File: src/rtl/uart_bench_host.sv
// uart_bench_host: hardware stand-in for the PC host of the PQC benchmark.
// Sends one 8N1 seed byte and then waits for the single reply byte. It reports
// the reply, the turnaround cycle count and the timeout and framing flags.
// DIV must be at least 4 so that the half-bit delay before the centre sample
// is never zero.

module uart_bench_host #(
    parameter int unsigned DIV     = 234,
    parameter logic [31:0] TIMEOUT = 32'd50000000
) (
    input  logic        clk,
    input  logic        rst,
    input  logic        start,
    input  logic [7:0]  seed,
    output logic        uart_tx,
    input  logic        uart_rx,
    output logic        busy,
    output logic        done,
    output logic [7:0]  result,
    output logic [31:0] cycles,
    output logic        timeout_err,
    output logic        frame_err
);

    localparam int unsigned CNT_W = (DIV > 2) ? $clog2(DIV) : 2;
    localparam logic [CNT_W-1:0] BIT_LAST  = CNT_W'(DIV - 1);
    localparam logic [CNT_W-1:0] HALF_LAST = CNT_W'((DIV / 2) - 1);
    localparam logic [3:0] TX_LAST_BIT = 4'd9;
    localparam logic [3:0] RX_LAST_BIT = 4'd7;

    typedef enum logic [2:0] {
        S_IDLE,
        S_SEND,
        S_WAIT,
        S_RX_START,
        S_RX_DATA,
        S_RX_STOP,
        S_FINISH
    } state_t;

    state_t            r_state;
    logic [CNT_W-1:0]  r_div_cnt;
    logic [3:0]        r_bit_cnt;
    logic [8:0]        r_tx_shift;
    logic [7:0]        r_rx_shift;
    logic              r_tx;
    logic              r_busy;
    logic              r_done;
    logic [7:0]        r_result;
    logic [31:0]       r_cycles;
    logic              r_timeout_err;
    logic              r_frame_err;
    logic              r_rx_s1;
    logic              r_rx_s2;
    logic              r_rx_prev;

    logic              w_rx;
    logic              w_rx_fall;
    logic [31:0]       w_cyc_inc;

    assign w_rx      = r_rx_s2;
    assign w_rx_fall = r_rx_prev & ~r_rx_s2;
    assign w_cyc_inc = (r_cycles == 32'hFFFF_FFFF) ? r_cycles : r_cycles + 32'd1;

    assign uart_tx     = r_tx;
    assign busy        = r_busy;
    assign done        = r_done;
    assign result      = r_result;
    assign cycles      = r_cycles;
    assign timeout_err = r_timeout_err;
    assign frame_err   = r_frame_err;

    // Two-flop synchroniser for the asynchronous reply line, plus a delayed copy for edge detection
    always_ff @(posedge clk or posedge rst) begin
        if (rst) begin
            r_rx_s1   <= 1'b1;
            r_rx_s2   <= 1'b1;
            r_rx_prev <= 1'b1;
        end else begin
            r_rx_s1   <= uart_rx;
            r_rx_s2   <= r_rx_s1;
            r_rx_prev <= r_rx_s2;
        end
    end

    // Transaction FSM: transmit seed, time the turnaround, receive and report the reply
    always_ff @(posedge clk or posedge rst) begin
        if (rst) begin
            r_state       <= S_IDLE;
            r_div_cnt     <= '0;
            r_bit_cnt     <= '0;
            r_tx_shift    <= '1;
            r_rx_shift    <= '0;
            r_tx          <= 1'b1;
            r_busy        <= 1'b0;
            r_done        <= 1'b0;
            r_result      <= '0;
            r_cycles      <= '0;
            r_timeout_err <= 1'b0;
            r_frame_err   <= 1'b0;
        end else begin
            r_done <= 1'b0;
            case (r_state)
                S_IDLE: begin
                    if (start) begin
                        // Start bit goes out in the very next cycle; data bits and stop wait in the shifter
                        r_tx          <= 1'b0;
                        r_tx_shift    <= {1'b1, seed};
                        r_result      <= '0;
                        r_cycles      <= '0;
                        r_timeout_err <= 1'b0;
                        r_frame_err   <= 1'b0;
                        r_busy        <= 1'b1;
                        r_div_cnt     <= '0;
                        r_bit_cnt     <= '0;
                        r_state       <= S_SEND;
                    end
                end

                S_SEND: begin
                    if (r_div_cnt == BIT_LAST) begin
                        r_div_cnt <= '0;
                        if (r_bit_cnt == TX_LAST_BIT) begin
                            r_bit_cnt <= '0;
                            r_state   <= S_WAIT;
                        end else begin
                            r_bit_cnt  <= r_bit_cnt + 4'd1;
                            r_tx       <= r_tx_shift[0];
                            r_tx_shift <= {1'b1, r_tx_shift[8:1]};
                        end
                    end else begin
                        r_div_cnt <= r_div_cnt + CNT_W'(1);
                    end
                end

                S_WAIT: begin
                    // The edge cycle itself is not counted; the count freezes while the start bit is qualified
                    if (w_rx_fall) begin
                        r_div_cnt <= '0;
                        r_state   <= S_RX_START;
                    end else if (w_cyc_inc >= TIMEOUT) begin
                        r_cycles      <= w_cyc_inc;
                        r_timeout_err <= 1'b1;
                        r_busy        <= 1'b0;
                        r_done        <= 1'b1;
                        r_state       <= S_FINISH;
                    end else begin
                        r_cycles <= w_cyc_inc;
                    end
                end

                S_RX_START: begin
                    // Re-check the line mid start bit; a high sample means the edge was a glitch
                    if (r_div_cnt == HALF_LAST) begin
                        r_div_cnt <= '0;
                        if (!w_rx) begin
                            r_bit_cnt <= '0;
                            r_state   <= S_RX_DATA;
                        end else begin
                            r_state <= S_WAIT;
                        end
                    end else begin
                        r_div_cnt <= r_div_cnt + CNT_W'(1);
                    end
                end

                S_RX_DATA: begin
                    if (r_div_cnt == BIT_LAST) begin
                        r_div_cnt  <= '0;
                        r_rx_shift <= {w_rx, r_rx_shift[7:1]};
                        if (r_bit_cnt == RX_LAST_BIT) begin
                            r_bit_cnt <= '0;
                            r_state   <= S_RX_STOP;
                        end else begin
                            r_bit_cnt <= r_bit_cnt + 4'd1;
                        end
                    end else begin
                        r_div_cnt <= r_div_cnt + CNT_W'(1);
                    end
                end

                S_RX_STOP: begin
                    // Data is reported even when the stop bit is bad
                    if (r_div_cnt == BIT_LAST) begin
                        r_div_cnt   <= '0;
                        r_frame_err <= ~w_rx;
                        r_result    <= r_rx_shift;
                        r_busy      <= 1'b0;
                        r_done      <= 1'b1;
                        r_state     <= S_FINISH;
                    end else begin
                        r_div_cnt <= r_div_cnt + CNT_W'(1);
                    end
                end

                S_FINISH: begin
                    r_state <= S_IDLE;
                end

                default: begin
                    r_state <= S_IDLE;
                end
            endcase
        end
    end

endmodule

File: config.mk
export PLATFORM = sky130hd
export DESIGN_NAME = uart_bench_host
export DESIGN_NICKNAME = d
export VERILOG_FILES = /design/src/rtl/uart_bench_host.sv
export SDC_FILE = /design/constraint.sdc
export NUM_CORES = 1
export LEC_CHECK = 0
export BUFFER_PORTS_ARGS = -buffer_cell sky130_fd_sc_hd__buf_2
export CAP_MARGIN = 5
export CORE_MARGIN = 3
export CORE_UTILIZATION = 45
export DETAILED_ROUTE_END_ITERATION = 16
export SLEW_MARGIN = 30
export SYNTH_ARGS = -nofsm -noshare
export SYNTH_HDL_FRONTEND = slang
export SYNTH_SLANG_ARGS = --single-unit
File: constraint.sdc
create_clock -name clk -period 5.2 [get_ports clk]
set_input_delay 1.04 -clock clk [delete_from_list [all_inputs] [get_ports clk]]
set_output_delay 1.04 -clock clk [all_outputs]
set_load 0.02 [all_outputs]
==> results.yml, run 1 <==
run_status:
  status: "finished clean"
yosys:
  synth_edf_count: 0
  syn-cell-area_um2: 4730
  yosysMostFrequentCell: "nand2_1"
  synth_cell_types: 66
  synth_top_family_by_area: "simple AND/OR/NAND/NOR gates"
  synth_area_per_cell_um2: 8.77
  synthXorXnorAreaFrac_pct: 2.78
  synth_warnings: 0
  async_flop_share_pct: 100
  synth_top_area_cell: "dfrtp_1"
  synth_compound_area_share_pct: 18.0
  syn_inst: 540
  synth_top_area_share_pct: 35.4
  synth_area_leaders: "dfrtp_1 35%, dfstp_2 6.7%, nand2_1 6.3%, o21ai_0 5.0%, nor2_1 3.4%"
  ys_seq_elements: 79
  synthFlopType: "dfrtp_1"
  yosys.area_share.simple_pct: 26.0
  synth_fa_ha_area_share_pct: 1.59
  synth_common_cells: "79 x nand2_1, 67 x dfrtp_1, 47 x o21ai_0"
  yosys-mux-area-fraction_pct: 4.71
  synth_nets: 558
  seq_area_frac_synth_pct: 42.1
drt:
  drt-total-wl_um: 11900
  final_antenna_net_count: 0
  drtPass1Iterations: 5
  top_layer_used: "met4"
  avgViaCountPerCell: 5.86
  drt_iter0_drc: 281
  drcViolationCount: 0
  wl_per_cell_um: 16.7
  vias: 4173
  dr_wl_met3_um: 742
  drt-met1-wl_um: 5290
  wl_met2_um: 5700
placed_design:
  placed_cell_area_um2: 5050
  post-place-cells: 696
  port_buffers: 56
  place.gp.congestion: 0.929
  dpl.hpwl_um: 8310
clock_network:
  ctsResizeCount: 0
  clock_latency_ns: 0.35
  clock-root-buffer: "clkbuf_8"
  cts_max_level: 3
  cts_buffers: 9
  clockBufferDepth: 2
  clock-sinks: 79
  path_clk_slew_ns: 0.09
  cts_tree: "built"
  ctsHoldBuffers: 0
  post_cts_buffers: 0
power_and_ir_drop:
  peakVddDrop_uv: 169
  powerDensity_nw_per_um2: 217
  p_clk_share_pct: 42.9
  p_comb_share_pct: 2.3
  p_seq_share_pct: 54.7
  switching_share_pct: 24.6
  power.leakage_nw: 2.35
  p_sw_mw: 0.282
  p_int_mw: 0.863
setup_path:
  cp_max_fo: 11
  critPathCaptureType: "flop"
  critPathArrivalTime_ns: 3.24
  path_buf_inv: 0
  timing.critical_path.cells: "nand2_2, nor4_4, a21oi_1, xor2_1, and4_1, a211o_1, a21oi_1, o22ai_1"
  cp.required_ns: 5.42
  cp_num_cells: 8
  critPathTopFamily: "simple AND/OR/NAND/NOR gates"
  r2r.worst_path.cells: 8
  critPathMaxStageDelay_ns: 0.68
  cp_common_cell: "a21oi_1"
  critPathLaunchType: "flop"
  critPathKind: "flop to flop"
  cpMaxStageDelayCell: "nor4_4"
sta:
  hold_viol_final: 0
  fmax_mhz: 331
  rsz0062_at_grt: "no"
  report.final.setup_viol: 0
  tns_ns: 0
  fin_crit_sh_pct: 58.1
  holdWs_ns: 0.360
  drv_slew: 0
  max_slew_margin_pct: 36.5
  skew_ns: 0.00895
  tightest_slew_ns: 0.939
  min_period_ns: 3.02
layout:
  n_fill_cell: 992
  fin_nets: 592
  final_cells: 712
  antenna_cells: 0
  stdcell_area_um2: 5270
  syn_to_final_growth_pct: 11.2
  drive_gt1_share_pct: 20.6
flow_run:
  drv_cap: 0
hold_path:
  hold_class: "flop to flop"
  min_path_cells: 0
floorplanning:
  io_pins: 57
  start_util_pct: 47.3
  std_cell_rows: 36
  die_h_um: 109
  die_x_um: 109
  dieArea_um2: 11800
  core_area_um2: 10000
global_route:
  grt-ovfl-total: 0
  grt_max_degree: 43
  antenna_found_initial: 0
  grt_pass1_wl_um: 19700
  grt_pass1_vias: 3897
  grt_usage_pct: 21.0
[cells by family after synthesis]
kind of cell	after synthesis
adders and majority gates	6
AOI/OAI and AO/OA	127
buffers and inverters	50
and+or+nand+nor	242
xor gates and xnor gates	15
DFF	79
muxes	21
[per-layer routing]
layer | GRT usage (%) | vias up
met5 | 0 | -
met4 | 6.13 | 0
met3 | 4.18 | 11
met2 | 33.5 | 134
met1 | 29.0 | 2002
li1 | - | 2026
[power groups by stage]
stage	Sequential, mW	Combinational [mW]	Clock (mW)
after floorplan	0.638	0.0166	0
after global placement	0.638	0.0271	0
after detailed placement	0.639	0.0279	0
after CTS	0.627	0.0278	0.510
after global routing	0.628	0.0314	0.535
final	0.627	0.0267	0.492
[worst register-to-register path, stage by stage, from the launching register on]
cell and delay, ns:
dfrtp_1 0.53, nand2_2 0.22, nor4_4 0.68, a21oi_1 0.32, xor2_1 0.22, and4_1 0.21, a211o_1 0.31, a21oi_1 0.27
o22ai_1 0.14
[per-stage QoR]
step                utilization, %  setup slack [ns]  power [mW]
floorplan                        -              2.16       0.655
global placement              50.4              1.99       0.665
detailed placement            50.5              2.22       0.666
CTS                           52.6              2.24        1.17
global route                  52.7              1.97        1.19
finish                        52.7              2.18        1.15
[worst paths after layout]
check,from,end,slack [ns]
hold reg to reg,r_rx_s1$_DFF_PP1_,r_rx_s2$_DFF_PP1_,0.36
hold / removal,r_rx_s1$_DFF_PP1_,r_rx_s2$_DFF_PP1_,0.36
max in group asynchronous,rst,cycles[28]$_DFFE_PP0P_,3.48
setup / recovery,cycles[15]$_DFFE_PP0P_,done$_DFF_PP0_,2.18
setup reg to reg,cycles[15]$_DFFE_PP0P_,done$_DFF_PP0_,2.18
min in group asynchronous,rst,result[2]$_DFFE_PP0P_,0.74
[placed cells by master (no fill, tap or decap), types with 10 or more instances in the layout]
cell / count
nand2_1: 79
dfstp_2: 12
nand4_1: 22
mux2i_1: 11
nand3_1: 29
nor2_1: 43
buf_2: 56
o21ai_0: 47
dfrtp_1: 67
inv_1: 11
nor3_1: 10
o31ai_1: 15
mux2_2: 10
a21oi_1: 18
[cell type report]
cell class	count	area, um^2	area share, %
Clock buffer	9	124	2.35
Clock inverter	7	83.8	1.59
Inverter	13	50.0	0.951
Multi-Input combinational cell	411	2540	48.2
Sequential cell	79	1990	37.8
Tap cell	133	166	3.16
Timing Repair Buffer	60	310	5.89
[registers in the layout, indices dropped and copies added, names as in the netlist]
signal	flops
r_state	3
r_rx_s1	1
r_rx_shift	8
result	8
cycles	32
busy	1
r_rx_prev	1
uart_tx	1
frame_err	1
done	1
r_tx_shift	8
r_div_cnt	8
r_rx_s2	1
timeout_err	1
r_bit_cnt	4
Power figures use the tool's default switching activity.
==> run 2, diff against run 1 <==
PLACE_DENSITY = 0.67   (was unset)
clock period = 2.5 ns   (was 5.2 ns; I/O delays follow)
==> run 2 against run 1 <==
The run now ends with negative setup slack left. Total power is 99% higher. Sequential power rose by 110%. Highest routed layer unchanged. Sequential share of layout area down 5.1 points. Via count is 11% higher. First-iteration DRC count rose by 16%. Combinational power grew 120%. Clock power increased by 86%. Register-to-register slack got worse by 2.2 ns. Global-route usage grew 2.3 points. Worst hold slack worse by 0.25 ns.
==> results.yml, run 2 (synthesized netlist as in run 1, its figures left out) <==
run_status:
  violations: "negative setup slack"
  status: "finished, violations left"
drt:
  vias: 4613
  final_antenna_net_count: 0
  drcViolationCount: 0
  avgViaCountPerCell: 5.72
  wl_per_cell_um: 16.4
  drt_iter0_drc: 327
  drt-total-wl_um: 13200
  drtPass1Iterations: 5
placed_design:
  place.gp.congestion: 0.925
  placed_cell_area_um2: 5660
  dpl.hpwl_um: 9380
  port_buffers: 56
  post-place-cells: 773
clock_network:
  clockBufferDepth: 2
  clock_latency_ns: 0.35
  cts_tree: "built"
  clock-sinks: 79
  path_clk_slew_ns: 0.09
  cts_max_level: 3
  cts_buffers: 9
  clock-root-buffer: "clkbuf_8"
layout:
  antenna_cells: 0
  final_cells: 807
  layout_commonest_cell: "buf_4"
  drive_gt1_share_pct: 35.2
  largest_reg_flops: 32
  syn_to_final_growth_pct: 29.1
  fin_nets: 687
  stdcell_area_um2: 6110
  layout_common_cells: "97 x buf_4, 79 x nand2_1, 60 x dfrtp_1, 56 x buf_2, 46 x o21ai_0"
sta:
  fmax_mhz: 393
  min_period_ns: 2.54
  fin_crit_sh_pct: 102
  hold_viol_final: 0
  rsz0062_at_grt: "yes"
  fin_ws_ns: -0.0435
  report.final.setup_viol: 2
  skew_ns: 0.0138
  holdWs_ns: 0.109
  tightest_slew_ns: 0.673
  max_slew_margin_pct: 54.6
  drv_slew: 0
power_and_ir_drop:
  p_comb_share_pct: 2.6
  p_int_mw: 1.74
  switching_share_pct: 23.8
  p_seq_share_pct: 57.2
  power.leakage_nw: 2.81
  p_clk_share_pct: 40.1
  powerDensity_nw_per_um2: 373
  p_sw_mw: 0.542
  peakVddDrop_uv: 355
setup_path:
  critPathMaxStageDelay_ns: 0.40
  path_buf_inv: 3
  critPathKind: "flop to flop"
  cpMaxStageDelayCell: "dfrtp_1"
  cp_common_cell: "buf_4"
  critPathArrivalTime_ns: 2.84
  critPathCaptureType: "flop"
  cp.required_ns: 2.80
  critPathTopFamily: "compound AO/OA/AOI/OAI gates"
  timing.critical_path.cells: "nand4_1, buf_4, buf_4, nor4_4, buf_4, a21oi_2, xor2_1, and4_1, a211o_1, a2111oi_2, or3_1"
  critPathLaunchType: "flop"
  cp_max_fo: 5
global_route:
  grt_pass1_wl_um: 21900
  grt_max_degree: 38
  grt_usage_pct: 23.3
  antenna_found_initial: 0
  grt-ovfl-total: 0
  grt_pass1_vias: 4424
floorplanning:
  start_util_pct: 47.3
  std_cell_rows: 36
  core_area_um2: 10000
  io_pins: 57
  die_x_um: 109
  die_h_um: 109
  dieArea_um2: 11800
flow_run:
  drv_cap: 0
hold_path:
  hold_class: "primary input to asynchronous set/reset pin"
## run 2: cell count changes in the layout (fill, tap and decap cells not counted), sizes merged
cell / delta
bufinv: -1
buf: +95
clkinvlp: +3
inv: -3
clkbuf: +3
clkinv: -2
## run 2: worst paths after layout
kind,cells past startpoint,from,slack (ns),endpoint
max in group asynchronous,3,rst,1.67,r_tx_shift[7]$_DFFE_PP1P_
min in group clk,1,uart_rx,0.24,r_rx_s1$_DFF_PP1_
worst min-delay path,2,rst,0.11,cycles[3]$_DFFE_PP0P_
worst max-delay path,11,cycles[21]$_DFFE_PP0P_,-0.04,busy$_DFFE_PP0P_
worst max register to register,11,cycles[21]$_DFFE_PP0P_,-0.04,busy$_DFFE_PP0P_
worst min register to register,0,r_rx_s1$_DFF_PP1_,0.36,r_rx_s2$_DFF_PP1_
## run 2: routing by layer
metal | GRT usage, % | vias up | part of all wire, %
li1 | - | 2222 | -
met1 | 31.9 | 2245 | 45
met2 | 38.1 | 126 | 48
met3 | 3.94 | 20 | 4.5
met4 | 6.94 | 0 | 1.9
met5 | 0 | - | 0
## run 2: per-stage QoR
stage	util [%]	setup slack (ns)	power (mW)	setup TNS, ns
floorplan	-	-0.0872	1.36	-0.0872
global placement	56.6	-0.0948	1.39	-0.237
detailed placement	56.6	-0.127	1.39	-0.429
CTS	60.0	0.0000795	2.30	0
global route	61.1	-0.195	2.37	-0.603
finish	61.1	-0.0435	2.28	-0.0514
## run 2: worst reg2reg max path: stages (launching register included)
cell,delay (ns)
dfrtp_1,0.40
nand4_1,0.18
buf_4,0.18
buf_4,0.13
nor4_4,0.17
buf_4,0.21
a21oi_2,0.09
xor2_1,0.15
and4_1,0.20
a211o_1,0.34
a2111oi_2,0.29
or3_1,0.14
## run 2: power by group through the flow
stage / clock [mW] / sequential, mW / combinational [mW]
after floorplan: 0 / 1.33 / 0.0349
final: 0.914 / 1.30 / 0.0595
after CTS: 0.936 / 1.30 / 0.0623
after global placement: 0 / 1.33 / 0.0606
after global routing: 0.998 / 1.30 / 0.0700
after detailed placement: 0 / 1.33 / 0.0623
## run 2: final cells by class
cell class | count | area [um^2]
clock buffer | 12 | 155
clock inverter | 4 | 28.8
fill | 869 | 3890
inverter | 13 | 56.3
multi-input combinational | 411 | 2660
sequential | 79 | 2000
tap | 133 | 166
timing repair buffer | 155 | 1040
## run 2: what timing repair did
item,in CTS,in global routing
gates cloned,1,0
setup endpoints to repair,4,19
hold buffers,0,0
gates resized for setup,16,10
setup buffers,9,8
pin swaps,5,13
